### src/rtl/mem_stage.sv
// mem_stage: MEM pipeline stage of an in-order core.
// It issues one 8-byte data-bus request per load/store, freezes the upstream
// pipeline while the response is outstanding, and registers the MEM/WB result.
// It also provides the MEM-stage forwarding source.
// Optional build macro: MEM_MISALIGN_CHECK_EN.
//   When defined, memory ops whose address is not 8-byte aligned are not issued.
//   Instead they retire as flagged non-writing instructions.

package mem_stage_pkg;

    typedef struct packed {
        logic       memread;
        logic       memwrite;
        logic       regwrite;
        logic [4:0] dst;
    } ctl_t;

    typedef struct packed {
        logic [63:0] j_addr;
        logic [63:0] memdata;
        logic [63:0] result;
        ctl_t        ctl;
    } execute_data_t;

    typedef struct packed {
        logic        valid;
        logic [63:0] addr;
        logic [2:0]  size;
        logic [7:0]  strobe;
        logic [63:0] data;
    } dbus_req_t;

    typedef struct packed {
        logic        addr_ok;
        logic        data_ok;
        logic [63:0] data;
    } dbus_resp_t;

    typedef struct packed {
        logic        regwrite;
        logic [4:0]  dst;
        logic [63:0] regdata;
    } memory_data_t;

    typedef struct packed {
        logic        valid;
        logic [4:0]  dst;
        logic [63:0] data;
    } forward_data_out;

endpackage

module mem_stage
    import mem_stage_pkg::*;
(
    input  logic            clk,
    input  logic            reset,
    input  execute_data_t   in,
    input  logic            in_valid,
    output dbus_req_t       dreq,
    input  dbus_resp_t      dresp,
    output memory_data_t    out,
    output logic            out_valid,
    output logic            stall,
    output forward_data_out fwd,
    output logic            misalign
);

    typedef enum logic [0:0] {
        IDLE = 1'b0,
        WAIT = 1'b1
    } state_t;

    state_t       state_reg;
    state_t       state_next;

    memory_data_t out_reg;
    logic         out_valid_reg;
    logic         misalign_reg;

    logic         is_memop;
    logic         is_load;
    logic         misaligned;
    logic         issue;
    logic         req_valid;
    logic [63:0]  wb_data;

    // The jump address travels with the instruction but is not needed here.
    // The address handshake is informational only; completion is data_ok.
    logic         unused_bits;
    assign unused_bits = ^{in.j_addr, dresp.addr_ok};

    assign is_memop = in_valid && (in.ctl.memread || in.ctl.memwrite);
    assign is_load  = in.ctl.memread;

`ifdef MEM_MISALIGN_CHECK_EN
    // Unaligned doublewords are retired as faults and never reach the bus.
    assign misaligned = is_memop && (in.result[2:0] != 3'b000);
`else
    assign misaligned = 1'b0;
`endif

    assign issue = is_memop && !misaligned;

    // The request is raised on a fresh memory op in IDLE.
    // It is held through WAIT until the data_ok cycle.
    // The EX/MEM register is frozen by stall, so all fields stay stable.
    assign req_valid = !reset && ((state_reg == IDLE && issue) || (state_reg == WAIT));

    // Loads write back the bus data; everything else writes back the ALU result.
    assign wb_data = is_load ? dresp.data : in.result;

    // Drive the bus request, the stall and the next FSM state.
    always_comb begin
        dreq       = '0;
        stall      = 1'b0;
        state_next = state_reg;

        if (req_valid) begin
            dreq.valid  = 1'b1;
            dreq.addr   = in.result;
            dreq.size   = 3'b011;
            dreq.strobe = in.ctl.memwrite ? 8'hFF : 8'h00;
            dreq.data   = in.memdata;
            stall       = !dresp.data_ok;
        end

        case (state_reg)
            IDLE: begin
                if (issue && !dresp.data_ok) begin
                    state_next = WAIT;
                end
            end
            WAIT: begin
                if (dresp.data_ok) begin
                    state_next = IDLE;
                end
            end
            default: state_next = IDLE;
        endcase

        if (reset) begin
            state_next = IDLE;
        end
    end

    // FSM state register.
    always_ff @(posedge clk) begin
        if (reset) begin
            state_reg <= IDLE;
        end else begin
            state_reg <= state_next;
        end
    end

    // MEM/WB register.
    // It captures the retiring instruction, a misaligned fault, or a bubble.
    always_ff @(posedge clk) begin
        if (reset) begin
            out_reg       <= '0;
            out_valid_reg <= 1'b0;
            misalign_reg  <= 1'b0;
        end else begin
            misalign_reg <= misaligned;
            if (misaligned) begin
                out_reg.regwrite <= 1'b0;
                out_reg.dst      <= in.ctl.dst;
                out_reg.regdata  <= in.result;
                out_valid_reg    <= 1'b1;
            end else if (in_valid && !stall) begin
                out_reg.regwrite <= in.ctl.regwrite;
                out_reg.dst      <= in.ctl.dst;
                out_reg.regdata  <= wb_data;
                out_valid_reg    <= 1'b1;
            end else begin
                out_reg.regwrite <= 1'b0;
                out_valid_reg    <= 1'b0;
            end
        end
    end

    // Forwarding source.
    // A load only forwards in the cycle its data actually arrives.
    always_comb begin
        fwd       = '0;
        fwd.dst   = in.ctl.dst;
        fwd.data  = wb_data;
        fwd.valid = in_valid && in.ctl.regwrite && (in.ctl.dst != 5'd0) && !misaligned
                    && (!is_load || (req_valid && dresp.data_ok));
    end

    assign out       = out_reg;
    assign out_valid = out_valid_reg;
    assign misalign  = misalign_reg;

endmodule

### config.mk
export PLATFORM = sky130hd
export DESIGN_NAME = mem_stage
export DESIGN_NICKNAME = d
export VERILOG_FILES = /design/src/rtl/mem_stage.sv
export SDC_FILE = /design/constraint.sdc
export NUM_CORES = 1
export LEC_CHECK = 0
export BUFFER_PORTS_ARGS = -buffer_cell sky130_fd_sc_hd__buf_2
export CORE_AREA = 2 2 215 217
export DETAILED_ROUTE_END_ITERATION = 10
export DIE_AREA = 0 0 217 219
export GPL_ROUTABILITY_DRIVEN = 0
export PLACE_DENSITY = 0.45
export SETUP_SLACK_MARGIN = 0.3
export SLEW_MARGIN = 20
export SYNTH_ARGS = -nofsm -noshare
export SYNTH_HDL_FRONTEND = slang
export SYNTH_SLANG_ARGS = --single-unit
### constraint.sdc
create_clock -name clk -period 4 [get_ports clk]
set_clock_uncertainty 0.05 [all_clocks]
set_input_delay 0.8 -clock clk [delete_from_list [all_inputs] [get_ports clk]]
set_output_delay 0.8 -clock clk [all_outputs]
set_load 0.05 [all_outputs]
==> key figures, run 1 <==
Final layout
  – Sequential Area: 1440 um^2
  – Number of flip-flops in the largest register: 70
  – Share of layout cells above drive strength 1: 57.7%
  – Finished Core Util: 17.2%
  – N_diodes: 0
  – # nets final: 1262
  – Final instance area: 7740 um^2
  – Fillers: 5155
  – Area of the multi-input gates: 2700 um^2
  – Area Overhead vs Synth: 71.0%
  – Finished Layout Cells: 1598

Floorplanning
  – Initial core utilization: 10.0%
  – Die X: 217 um
  – Die Y: 219 um
  – DIE AREA: 47500 um^2
  – Num rows: 78
  – CORE AREA: 45100 um^2
  – Boundary Pins: 552

Placed design
  – IO Port Bufs: 484
  – Detail Placement HPWL: 17900 um
  – Dpl cell area: 7420 um^2
  – Dpl cells: 1582
  – Place WS: 716 ps

Global routing
  – Largest net degree at the start of global routing: 135
  – Total Routing Usage GR: 9.22%
  – Initial antenna violation count: 3
  – Total grt overflow: 0
  – Global-route wire length before repair: 32100 um
  – Vias in the first global route: 5270

STA
  – Final Max Slew Viols: 0
  – Period minus WS final: 3280 ps
  – FMAX: 305 MHz
  – Unrepaired setup endpoints after global routing: false
  – Final WS setup: 720 ps
  – Final hold slack: 403 ps
  – Setup TNS: 0 ps
  – Actual slew at the worst max-slew pin: 845 ps
  – Slew HR: 43.7%
  – Tcrit/Tclk final: 82.0%
  – Final setup violating endpoints: 0
  – Final Hold Viols: 0

Outcome
  – Status: completed

Clocking
  – Setup Fix Bufs, Post-CTS: 0
  – # resized after CTS: 0
  – CTS tree: built
  – CTS Hold Buffers Added: 0
  – H-tree depth: 3
  – # clock sinks: 72
  – Reg clk slew, reported paths: 60 ps
  – Num CTS Buffers: 9
  – Max Root-Sink Buffers: 2
  – Root Buffer Master: clkbuf_16
  – Skew-Pair Late Insertion Delay: 370 ps

Routing
  – Max Used Layer: met4
  – Met1 Wirelength: 9110 um
  – Routed WL per cell: 14.6 um
  – Vias: 5748
  – Detail Route Antenna Nets: 0
  – Drt via density: 3.60
  – Starting DRC count in detailed routing: 206
  – DRT Wirelength: 23300 um
  – Met2 wire len: 11800 um
  – DR DRC count: 0
  – Drt first pass iters: 4
  – Routed met3 length: 2020 um

Synthesis
  – Synthesized area: 4530 um^2
  – Synth Register Bits: 72
  – Post-synthesis cell type count: 20
  – Gate Count Post-Synth: 566
  – Seq/Total Area, Yosys: 31.8%
  – Top-count cell post-synth: and2_1
  – Area contributors post-synth: dfxtp_1 32%, and2_1 18%, mux2_2 16%
  – Area leader, netlist: dfxtp_1
  – Yosys top cell area share: 31.8%
  – Post-synth ARST share: 0%
  – Post-synth EDFFs: 0
  – Synth Flop Type: dfxtp_1
  – Top cells by count, synth: 133 x and2_1, 72 x dfxtp_1, 70 x nand2_1
  – Syn_area_per_cell: 8.00 um^2
  – Yosys Warn Count: 0

Worst setup path
  – Top delay family on crit path: buffers and inverters
  – R2R cell count: 4
  – CP cell instances: buf_2, o21ai_0, a21oi_4, buf_12, and2_1, buf_2
  – Max FO, Critical Path: 134
  – Critical R2R Launch: state_reg$_SDFF_PP0_
  – CP Launch Type: input pin
  – Crit Path Category: input pin to output port
  – Most frequent CP cell: buf_2
  – Critical Path Max Stage Delay: 340 ps
  – Data arrival, critical path: 2430 ps
  – R2r setup slk: 2020 ps
  – R2R Path End: out[42]$_SDFFE_PP0P_
  – WP buf/inv: 3
  – Kind of end point of the critical path: output port
  – Setup crit end: dreq[64]
  – Setup crit start: in_valid
  – CP max-delay cell: buf_12
  – Critical Path RT: 3150 ps
  – Cell count along the critical path: 6

Power
  – Power per cell area: 378 nW/um^2
  – Peak supply drop: 230 uV
  – LEAKAGE: 3.93 nW
  – Total Power: 2.92 mW

Flow run
  – Max-cap viol count: 0

Min path
  – Hold WC Path Type: flop to flop
==> cell families after synthesis <==
logic type	count (synthesis)	synth area share [%]
multiplexers	64	15.9
AND/OR/NAND/NOR	270	33.5
AO/OA/AOI/OAI	80	9.40
flip-flops	72	31.8
buffers and inverters	79	9.23
other	1	0.0828
==> cells in the final DEF (no fill, tap or decap) <==
| master | count |
|---|---|
| o21ai_0 | 11 |
| o2111a_1 | 1 |
| mux2_2 | 64 |
| or4_1 | 1 |
| clkinv_4 | 1 |
| clkbuf_16 | 9 |
| nand2_1 | 70 |
| buf_2 | 483 |
| clkinv_2 | 2 |
| or4b_4 | 1 |
| and2_1 | 132 |
| buf_4 | 5 |
| nor3_1 | 1 |
| a21oi_4 | 1 |
| dfxtp_1 | 72 |
| o21ai_4 | 1 |
| a21oi_1 | 1 |
| and2_2 | 1 |
| inv_6 | 1 |
| inv_1 | 2 |
| inv_4 | 1 |
| nand4_1 | 64 |
| clkinvlp_4 | 1 |
| bufinv_16 | 2 |
| o21ai_1 | 60 |
| buf_12 | 3 |
| o2111ai_1 | 5 |
| conb_1 | 2 |
==> where the power goes <==
group / internal, mW / leakage, nW / switching (mW)
combinational: 0.300 / 3.18 / 0.912
sequential: 0.771 / 0.593 / 0.0254
clock: 0.547 / 0.156 / 0.369
==> worst min path at each step <==
stage / startpoint / end / slack [ps] / cells past startpoint
global placement: out[66]$_SDFFE_PP0P_ / out[66]$_SDFFE_PP0P_ / 390 / 2
floorplan: out[64]$_SDFFE_PP0P_ / out[64]$_SDFFE_PP0P_ / 620 / 2
detailed placement: out[12]$_SDFFE_PP0P_ / out[12]$_SDFFE_PP0P_ / 400 / 2
finish: out[12]$_SDFFE_PP0P_ / out[12]$_SDFFE_PP0P_ / 400 / 2
global route: out[12]$_SDFFE_PP0P_ / out[12]$_SDFFE_PP0P_ / 420 / 2
CTS: out[12]$_SDFFE_PP0P_ / out[12]$_SDFFE_PP0P_ / 410 / 2
==> worst min-delay path: cells and delay by family, from the launching register on <==
kind               cells  cell delay, ps
DFF                    1             300
and+or+nand+nor        1              60
AOI/OAI and AO/OA      1              50
==> area by class of cell <==
| class | count | area share, % |
|---|---|---|
| multi-input combinational | 416 | 34.9 |
| clock inverter | 7 | 1.23 |
| clock buffer | 9 | 2.91 |
| timing repair buffer | 491 | 32.5 |
| tap | 600 | 9.70 |
| inverter | 3 | 0.178 |
| sequential | 72 | 18.6 |
==> routing by layer <==
layer	track usage, %	up-vias
met5	0	-
met4	2.81	0
met3	2.99	20
met2	16.9	322
met1	10.0	2624
li1	-	2782
(Power assumes the default switching activity.)
==> run 2: changes to the inputs <==
Settings changed: CORE_AREA 2 2 215 217 to 2 2 213 215, DIE_AREA 0 0 217 219 to 0 0 215 217, PLACE_DENSITY 0.45 to 0.46.
Clock period 4 ns to 2.7 ns, I/O delays scaled along.
==> key figures, run 2 (synthesized netlist as in run 1, its figures left out) <==
Global routing
  – Total Routing Usage GR: 9.97%
  – Vias in the first global route: 5344
  – Largest net degree at the start of global routing: 67
  – Initial antenna violation count: 4
  – Global-route wire length before repair: 34900 um
  – Total grt overflow: 0

Floorplanning
  – Boundary Pins: 552
  – CORE AREA: 44700 um^2
  – Die Y: 217 um
  – Num rows: 78
  – Initial core utilization: 10.1%
  – Die X: 215 um
  – DIE AREA: 46700 um^2

STA
  – Final Hold Viols: 0
  – Final setup violating endpoints: 0
  – Slew HR: 61.2%
  – Tcrit/Tclk final: 86.9%
  – Unrepaired setup endpoints after global routing: true
  – Setup TNS: 0 ps
  – Final hold slack: 405 ps
  – Final Max Slew Viols: 0
  – Period minus WS final: 2350 ps
  – FMAX: 426 MHz
  – Actual slew at the worst max-slew pin: 582 ps

Placed design
  – IO Port Bufs: 484
  – Detail Placement HPWL: 19500 um
  – Dpl cell area: 7670 um^2
  – Dpl cells: 1590

Clocking
  – H-tree depth: 3
  – Reg clk slew, reported paths: 60 ps
  – Num CTS Buffers: 9
  – CTS tree: built
  – CTS Hold Buffers Added: 0
  – # clock sinks: 72
  – Root Buffer Master: clkbuf_16
  – Skew-Pair Late Insertion Delay: 350 ps
  – Max Root-Sink Buffers: 2

Power
  – LEAKAGE: 4.04 nW
  – P_int: 2.52 mW
  – Net Sw Frac: 43.2%
  – Total Power: 4.44 mW
  – Switching power: 1.92 mW
  – Comb power frac: 42.7%
  – Peak supply drop: 270 uV
  – Part of the power in the clock network: 30.7%
  – Sequential share of power: 26.6%
  – Power per cell area: 540 nW/um^2

Outcome
  – Status: completed

Final layout
  – # nets final: 1272
  – Commonest non-fill, non-tap cell in the layout: buf_2
  – Number of flip-flops in the largest register: 70
  – Most frequent cells in the layout: 410 x buf_2, 129 x and2_1, 72 x dfxtp_1
  – Final instance area: 8220 um^2
  – Share of layout cells above drive strength 1: 58.4%
  – Finished Layout Cells: 1610
  – Area Overhead vs Synth: 81.6%

Worst setup path
  – CP cell instances: buf_4, o21ai_2, a21oi_4, buf_12, buf_12, and2_1, clkbuf_4
  – CP max-delay cell: clkbuf_4
  – CP Launch Type: input pin
  – Crit Path Category: input pin to output port
  – Top delay family on crit path: buffers and inverters
  – Critical Path Max Stage Delay: 230 ps
  – Max FO, Critical Path: 48
  – Kind of end point of the critical path: output port
  – WP buf/inv: 4
  – Most frequent CP cell: buf_12
  – Data arrival, critical path: 1760 ps
  – Critical Path RT: 2110 ps

Min path
  – Hold WC Path Type: flop to flop

Routing
  – Detail Route Antenna Nets: 0
  – Vias: 5740
  – Routed WL per cell: 15.3 um
  – Drt via density: 3.57
  – DR DRC count: 0
  – DRT Wirelength: 24700 um
  – Starting DRC count in detailed routing: 235
  – Drt first pass iters: 4

Flow run
  – Max-cap viol count: 0
## run 2: changes by cell type in the layout (fill, tap and decap cells not counted), moves of 2 or more
| cell | change |
|---|---|
| and2_1 | -3 |
| buf_12 | +14 |
| clkbuf_8 | +2 |
| clkinv_2 | -2 |
| clkbuf_4 | +17 |
| diode_2 | +2 |
| and2_2 | +2 |
| buf_2 | -73 |
| buf_4 | +51 |
## run 2: worst paths after layout
path                        start              endpoint  slack [ps]  depth (start not counted)
max                      in_valid              dreq[82]         350                          7
min          out[12]$_SDFFE_PP0P_  out[12]$_SDFFE_PP0P_         400                          2
max reg2reg  state_reg$_SDFF_PP0_  out[14]$_SDFFE_PP0P_        1040                          4
min reg2reg  out[12]$_SDFFE_PP0P_  out[12]$_SDFFE_PP0P_         400                          2
## run 2: layer usage
layer  wire (um)  vias to the layer above  global-route usage (%)
met5           0                        -                       0
met4         214                        0                    2.18
met3        1640                       11                    2.68
met2       11500                      268                    16.3
met1       11300                     2651                    13.1
li1            -                     2810                       -
## run 2: layout make-up
cell class	instances	area, um^2
fillers	5108	36500
repair buffers	501	2970
multi-input cells	416	2710
flip-flops and latches	72	1440
well taps	600	751
clock buffers	12	256
clock inverters	4	76.3
inverters	3	13.8
diodes	2	5.00
## run 2: worst reg2reg max path, cell delays in order (launching register included)
cell and delay (ps):
dfxtp_1 320, or4b_4 510, and2_2 220, buf_4 250
o21ai_1 240
## run 2: power by group through the flow
stage,sequential [mW],combinational (mW),clock (mW)
5_1_grt,1.19,1.99,1.46
4_1_cts,1.18,1.91,1.43
6_report,1.18,1.89,1.36
3_3_place_gp,1.20,1.86,0
3_5_place_dp,1.20,1.87,0
2_1_floorplan,1.48,1.04,0
## run 2: repair_timing
action | 4_1_cts | 5_1_grt
gates resized for setup | 43 | 27
setup endpoints to repair | 88 | 62
hold endpoints to repair | 0 | 0
buffers inserted | 1 | 0
cloned | 1 | 0
pin swaps | 1 | 0
## run 2: per-stage QoR
step | setup WS [ps] | utilization (%)
5_1_grt | 245 | 18.4
2_1_floorplan | 330 | -
3_5_place_dp | 202 | 17.2
4_1_cts | 313 | 18.3
3_3_place_gp | 243 | 17.2
6_report | 353 | 18.4
